[config.mk]
export PLATFORM = sky130hd
export DESIGN_NAME = reg_bank_arbiter
export DESIGN_NICKNAME = d
export VERILOG_FILES = /design/src/rtl/reg_bank_arbiter.sv
export SDC_FILE = /design/constraint.sdc
export NUM_CORES = 1
export LEC_CHECK = 0
export CAP_MARGIN = 40
export CELL_PAD_IN_SITES_DETAIL_PLACEMENT = 0
export CELL_PAD_IN_SITES_GLOBAL_PLACEMENT = 1
export CORE_MARGIN = 2
export CORE_UTILIZATION = 32
export DETAILED_ROUTE_END_ITERATION = 7
export PLACE_DENSITY_LB_ADDON = 0.1
export REMOVE_ABC_BUFFERS = 1
export SLEW_MARGIN = 40
export SYNTH_ARGS = -nofsm -noshare
export SYNTH_HDL_FRONTEND = slang
export SYNTH_SLANG_ARGS = --single-unit
[constraint.sdc]
create_clock -name clk -period 2.1 [get_ports clk]
set_input_delay 0.42 -clock clk [delete_from_list [all_inputs] [get_ports clk]]
set_output_delay 0.42 -clock clk [all_outputs]
set_load 0.005 [all_outputs]
[src/rtl/reg_bank_arbiter.sv]
// Round-robin arbiter sharing one register-bank port between requester A (SPI) and requester B (I2C).
// Each access runs IDLE -> ACCESS -> [WAIT] -> RESP. An out-of-range address skips the bank and goes straight to RESP.
module reg_bank_arbiter #(
    parameter int REG_W    = 8,
    parameter int NUM_REGS = 8
) (
    input  logic             clk,
    input  logic             rstb,
    input  logic             ena,
    input  logic             a_req,
    input  logic             a_wr,
    input  logic [REG_W-2:0] a_addr,
    input  logic [REG_W-1:0] a_wdata,
    output logic             a_ack,
    output logic             a_err,
    output logic [REG_W-1:0] a_rdata,
    input  logic             b_req,
    input  logic             b_wr,
    input  logic [REG_W-2:0] b_addr,
    input  logic [REG_W-1:0] b_wdata,
    output logic             b_ack,
    output logic             b_err,
    output logic [REG_W-1:0] b_rdata,
    output logic [REG_W-2:0] bank_addr,
    output logic [REG_W-1:0] bank_wdata,
    output logic             bank_we,
    output logic             bank_re,
    input  logic [REG_W-1:0] bank_rdata,
    output logic             busy
);
    localparam int   AW    = REG_W - 1;
    localparam logic GNT_A = 1'b0;
    localparam logic GNT_B = 1'b1;

    typedef enum logic [1:0] {IDLE, ACCESS, WAIT, RESP} state_t;

    state_t           state_reg;
    state_t           state_next;
    logic             winner_reg;
    logic             last_gnt_reg;
    logic             wr_reg;
    logic             err_reg;
    logic [AW-1:0]    addr_reg;
    logic [REG_W-1:0] wdata_reg;

    logic [1:0]       req_vec;
    logic [1:0]       wr_vec;
    logic [1:0]       ack_vec;
    logic [1:0]       err_vec;
    logic [AW-1:0]    addr_arr  [2];
    logic [REG_W-1:0] wdata_arr [2];

    logic             start;
    logic             pick;
    logic             sel_err;

    assign req_vec      = {b_req, a_req};
    assign wr_vec       = {b_wr, a_wr};
    assign addr_arr[0]  = a_addr;
    assign addr_arr[1]  = b_addr;
    assign wdata_arr[0] = a_wdata;
    assign wdata_arr[1] = b_wdata;

    assign start   = (state_reg == IDLE) && (|req_vec);
    // B wins when it asks alone, or when both ask and A was the last one served.
    assign pick    = req_vec[1] && (!req_vec[0] || (last_gnt_reg == GNT_A));
    assign sel_err = 32'(addr_arr[pick]) >= 32'(NUM_REGS);

    always_ff @(posedge clk or negedge rstb) begin
        if (!rstb) begin
            state_reg <= IDLE;
        end else if (ena) begin
            state_reg <= state_next;
        end
    end

    always_comb begin
        state_next = state_reg;
        case (state_reg)
            IDLE:    if (|req_vec) state_next = sel_err ? RESP : ACCESS;
            ACCESS:  state_next = wr_reg ? RESP : WAIT;
            WAIT:    state_next = RESP;
            RESP:    state_next = IDLE;
            default: state_next = IDLE;
        endcase
    end

    always_ff @(posedge clk or negedge rstb) begin
        if (!rstb) begin
            winner_reg   <= GNT_A;
            last_gnt_reg <= GNT_B;
            wr_reg       <= 1'b0;
            err_reg      <= 1'b0;
            addr_reg     <= '0;
            wdata_reg    <= '0;
        end else if (ena) begin
            if (start) begin
                winner_reg <= pick;
                wr_reg     <= wr_vec[pick];
                addr_reg   <= addr_arr[pick];
                wdata_reg  <= wdata_arr[pick];
                err_reg    <= sel_err;
            end
            if (state_reg == RESP) begin
                last_gnt_reg <= winner_reg;
            end
        end
    end

    // Per-requester read-data holding registers; an out-of-range read clears the owner's copy.
    for (genvar gi = 0; gi < 2; gi++) begin : g_req
        logic [REG_W-1:0] rdata_reg;

        always_ff @(posedge clk or negedge rstb) begin
            if (!rstb) begin
                rdata_reg <= '0;
            end else if (ena) begin
                if ((state_reg == WAIT) && (winner_reg == 1'(gi))) begin
                    rdata_reg <= bank_rdata;
                end else if (start && (pick == 1'(gi)) && sel_err && !wr_vec[gi]) begin
                    rdata_reg <= '0;
                end
            end
        end
    end

    always_comb begin
        bank_addr  = '0;
        bank_wdata = '0;
        bank_we    = 1'b0;
        bank_re    = 1'b0;
        ack_vec    = '0;
        err_vec    = '0;
        case (state_reg)
            ACCESS: begin
                bank_addr  = addr_reg;
                bank_wdata = wdata_reg;
                bank_we    = wr_reg;
                bank_re    = !wr_reg;
            end
            RESP: begin
                ack_vec[winner_reg] = 1'b1;
                err_vec[winner_reg] = err_reg;
            end
            default: ;
        endcase
    end

    assign busy    = (state_reg != IDLE);
    assign a_ack   = ack_vec[0];
    assign a_err   = err_vec[0];
    assign b_ack   = ack_vec[1];
    assign b_err   = err_vec[1];
    assign a_rdata = g_req[0].rdata_reg;
    assign b_rdata = g_req[1].rdata_reg;

endmodule

==> Word level (Yosys, flattened, before mapping) <==
Cells that the tools add are included.
{ "totals": {"elab_cells": 73, "reg_bits": 37, "output_inout_bits": 38} }
{ "op_classes": {"magnitude_cmp": 5, "eq_ne": 4, "bitwise_logic": 5, "n_reduce_logical": 26, "muxes": 24} }
{ "op_table": {"columns": ["cell", "count"], "rows": [
  ["$mux 8", 8],
  ["$mux 7", 4],
  ["$logic_and 1x1->1", 11],
  ["$reduce_and 2->1", 5],
  ["$mux 2", 4],
  ["$pmux 2 s4", 1],
  ["$ge 7x4->1 const B", 1],
  ["$mux 1", 6],
  ["$reduce_bool 2->1", 3],
  ["$eq 2x2->1 const B", 2],
  ["$logic_not 1->1", 4],
  ["$lt 1x2->1 const B", 2],
  ["$not 1->1", 3],
  ["$and 2x2->2", 1],
  ["$eq 2x1->1 const B", 1],
  ["$ge 2x2->1 const B", 1],
  ["$logic_not 2->1", 1],
  ["$ne 2x1->1 const B", 1],
  ["$not 1->2", 1],
  ["$reduce_or 2->1", 1],
  ["$demux 1 s1", 1],
  ["$ge 1x1->1 const B", 1],
  ["$logic_or 1x1->1", 1]
]} }

==> Depth between registers and ports, before layout <==
{ "logic_depth": {"depth_word": 12, "depth_mapped": 6, "ltp_nobuf": 5} }

==> Worst setup path after synthesis <==
OpenSTA, ideal clock, no wires.
{ "synth_timing": {"kind": "register -> register", "start": "register state_reg[0]", "end": "register state_reg[1]", "required_ns": 1.976, "slack_ns": 0.414, "arrival_time_ns": 1.562, "stages_incl_launch_ff": 6, "path_cell_list": "dfrtp_1 -> inv_1 -> ha_1 -> or3b_4 -> and3_4 -> a211o_1"} }
{ "synth_via": {"elab_chain_cells": 3, "word_cells_on_any_way": 7, "cone_classes": "eq/ne: 4; mux: 1; reduce/logical: 2"} }
{ "synth_rtl": {"columns": ["item", "line_no", "source"], "rows": [
  ["from (decl)", "37", "state_t state_reg;"],
  ["from (signal assigned)", "73", "state_reg <= state_next;"],
  ["$logic_not 2->1", "79", "case (state_reg)"],
  ["$ne 2x1->1 (no source line)", null, null],
  ["$reduce_and 2->1 (no source line)", null, null]
]} }
Parallel ways exist; a longest one is shown, timed or not.
A chain may end at the register's enable or synchronous reset.

==> Final worst setup path <==
{ "layout_timing": {"start": "register state_reg[0]", "end": "output bank_addr[5]"} }
{ "layout_via": {"elab_chain_cells": 2} }
{ "layout_rtl": {"columns": ["item", "line_no", "source"], "rows": [
  ["$eq 2x1->1", "134", "case (state_reg)"],
  ["$mux 7", "134", null],
  ["to (decl)", "24", "output logic [REG_W-2:0] bank_addr,"]
]} }
Every way passes these cells.

==> run_results.csv <==
group,metric,value,unit
run_status,status,"finished, final reports clean",
setup_path,critical-path-top-delay-family,"buffers and inverters",
yosys,ys.flop_type,"dfrtp_1",
yosys,synth_edf_count,0,
sta,fin_skew,4.41,ps
die,die_x,81.7,um
power,switching_share,0.324,
drt,wl,4840,um
setup_path,startpoint,"state_reg[0]$_DFFE_PN0P_",
sta,finalHoldViolCount,0,
sta,worst_slack,83.8,ps
setup_path,r2r_slack,300,ps
setup_path,worstReg2RegStart,"state_reg[0]$_DFFE_PN0P_",
yosys,yosysTopAreaCell,"dfrtp_1",
yosys,syn_area,1930,um^2
cells_and_area,n_fill_cell,581,
global_routing,grt_pass1_vias,1663,
cells_and_area,fin_cells,348,
cells_and_area,multi_input_area,960,um^2
run,maxCapViolations,0,
cells_and_area,n_antenna_cell,0,
clock_network,htreeDepth,2,
drt,drc_errors,0,
placed_design,dpl-instance-area,2900,um^2
power,intPower,2.25,mW
yosys,synth_cells,175,
cells_and_area,area_delta_synth_final,57.0,%
drt,vias,1648,
power,powerDensity,1100,nW/um^2
cells_and_area,nets,322,
sta,period_needed,2020,ps
power,peakVddDrop,0.000444,V
die,boundaryPins,83,
drt,drt_iter0_drc,55,
global_routing,grt_usage,0.156,
clock_network,cts_tree,"yes",
yosys,synth-seq-cells,37,
setup_path,cp.required,1680,ps
sta,fmax,496,MHz
yosys,async_reset_ff_frac,1.00,
drt,vias_per_cell,4.74,
clock_network,clkSinkCount,37,
sta,slew_violations,0,
clock_network,cts_buffers,5,
setup_path,path_cells,"ha_4, buf_12, buf_4, and2_1, dlygate4sd2_1",
cells_and_area,drive_gt1_frac,0.161,
cells_and_area,final_cell_area,3030,um^2
global_routing,grt_max_degree,38,
setup_path,slowest_delay,460,ps
die,initial_core_util,0.328,
drt,drtPass1Iterations,4,
yosys,yosys_warnings,0,
drt,wl_per_cell,13.9,um
die,die_area,6670,um^2
setup_path,r2r_cells,5,
setup_path,reg2reg_to,"state_reg[1]$_DFFE_PN0P_",
setup_path,startpoint_type,"register",
clock_network,root_buffer,"clkbuf_8",
clock_network,clock_latency,290,ps
drt,drtAntennaViolNets,0,
clock_network,postCtsHoldBufs,0,
placed_design,io_buffers,82,
yosys,yosysSeqAreaShare,0.481,
setup_path,critical_path_buf_inv_count,3,
yosys,syn_area_per_cell,11.0,um^2
setup_path,crit_arrival,1600,ps
power,power_frac_seq,0.368,
min_path,hold_path_class,"input port to async pin",
yosys,synth_cell_types,36,
setup_path,setup.worst_path.end_class,"output pin",
sta,setup_viol,0,
power,clockPowerShare,0.145,
sta,rsz0062_at_grt,"false",
yosys,post-synth-top-count-cell,"dfrtp_1",
sta,finalCritPeriodShare,0.960,
cells_and_area,utilization,0.515,
placed_design,place_congestion,0.738,
placed_design,dp_hpwl,3570,um
yosys,synth_area_leaders,"dfrtp_1 (47%), mux2i_1 (12%), and2_1 (5.5%)",
power,p_sw,1.08,mW
die,coreArea,5890,um^2
power,power_frac_comb,0.488,
power,p_leak,1.49,nW
die,die_h,81.7,um
setup_path,crit_fanout,12,
clock_network,cts.path.max_buffers,2,
clock_network,clkTransAtPathRegs,70,ps
placed_design,dp_cells,337,
yosys,synthTopCellsByCount,"dfrtp_1 (36), mux2i_1 (23), nand2_1 (18), and2_1 (17), o21ai_0 (13)",
die,rows,28,
placed_design,dpl_worst_slack,109,ps
power,p_total,3.33,mW
global_routing,grt_antenna_before_repair,0,
global_routing,grt_pass1_wl,7920,um
setup_path,crit_slowest_cell,"dfrtp_2",
yosys,yosys.area.top_type_share,0.467,
global_routing,grt_overflow,0,
sta,slew_headroom,0.676,
cells_and_area,regArea,928,um^2
sta,timing_worst_slew_pin_value,486,ps
setup_path,path_class,"register to output pin",
[repair_timing]
item,CTS,global route
hold endpoints to repair,0,0
endpoints found under the setup margin,17,9
setup buffers,1,2
resized for setup,17,9
[worst max-delay path by stage]
stage                             end  slack (ps)  cells past startpoint
2_1_floorplan  winner_reg$_DFFE_PN0P_         -10                      2
3_3_place_gp   b_rdata[4]$_DFFE_PN0P_         100                      4
3_5_place_dp   b_rdata[7]$_DFFE_PN0P_         110                      4
4_1_cts                          busy         -10                      4
5_1_grt                          busy          20                      5
6_report                 bank_addr[5]          80                      5
[layout by cell type, fill, tap and decap left out, drive strengths merged, types with 2 or more instances in the layout]
| cell type | netlist | final |
|---|---|---|
| a21oi | 9 | 9 |
| a22o | 8 | 8 |
| and2 | 17 | 17 |
| and3 | 3 | 3 |
| buf | 7 | 18 |
| clkbuf | 2 | 6 |
| clkdlybuf4s50 | 0 | 64 |
| clkinv | 0 | 2 |
| dfrtp | 36 | 36 |
| dlygate4sd2 | 0 | 13 |
| dlymetal6s2s | 0 | 4 |
| ha | 5 | 5 |
| inv | 4 | 4 |
| mux2 | 3 | 3 |
| mux2i | 24 | 24 |
| nand2 | 18 | 18 |
| nor2 | 2 | 2 |
| nor2b | 3 | 3 |
| nor4 | 2 | 2 |
| o211ai | 2 | 2 |
| o21ai | 16 | 16 |
[power by group through the flow]
| stage | sequential (mW) | clock [mW] | combinational, mW |
|---|---|---|---|
| after detailed placement | 1.23 | 0 | 1.63 |
| after floorplan | 1.20 | 0 | 0.705 |
| after CTS | 1.22 | 0.503 | 1.62 |
| after global placement | 1.22 | 0 | 1.63 |
| after global routing | 1.27 | 0.526 | 1.82 |
| final | 1.23 | 0.482 | 1.63 |
[layer usage]
| layer | wire length (um) | track usage |
|---|---|---|
| met1 | 2160 | 0.192 |
| met2 | 2190 | 0.257 |
| met3 | 434 | 0.0549 |
| met4 | 57 | 0.0500 |
| met5 | 0 | 0 |
[through the flow]
stage                     setup TNS, ps  hold slack, ps
after floorplan                   -11.1             124
after global placement                0             452
after detailed placement              0             462
after CTS                         -21.3             183
after global routing                  0             214
final                                 0             161
[area by class of cell]
class,instances,share of cell area
Clock buffer,6,0.0240
Clock inverter,2,0.00330
Inverter,4,0.00496
Multi-Input combinational cell,125,0.317
Sequential cell,37,0.306
Tap cell,75,0.0310
Timing Repair Buffer,99,0.314
[cell families after synthesis]
group / Yosys count / share of synthesized area
adders and majority gates: 5 / 0.0324
muxes: 27 / 0.144
AOI/OAI and AO/OA: 40 / 0.143
DFF: 37 / 0.481
and+or+nand+nor: 53 / 0.162
buffers and inverters: 13 / 0.0376
(Power assumes the default switching activity.)
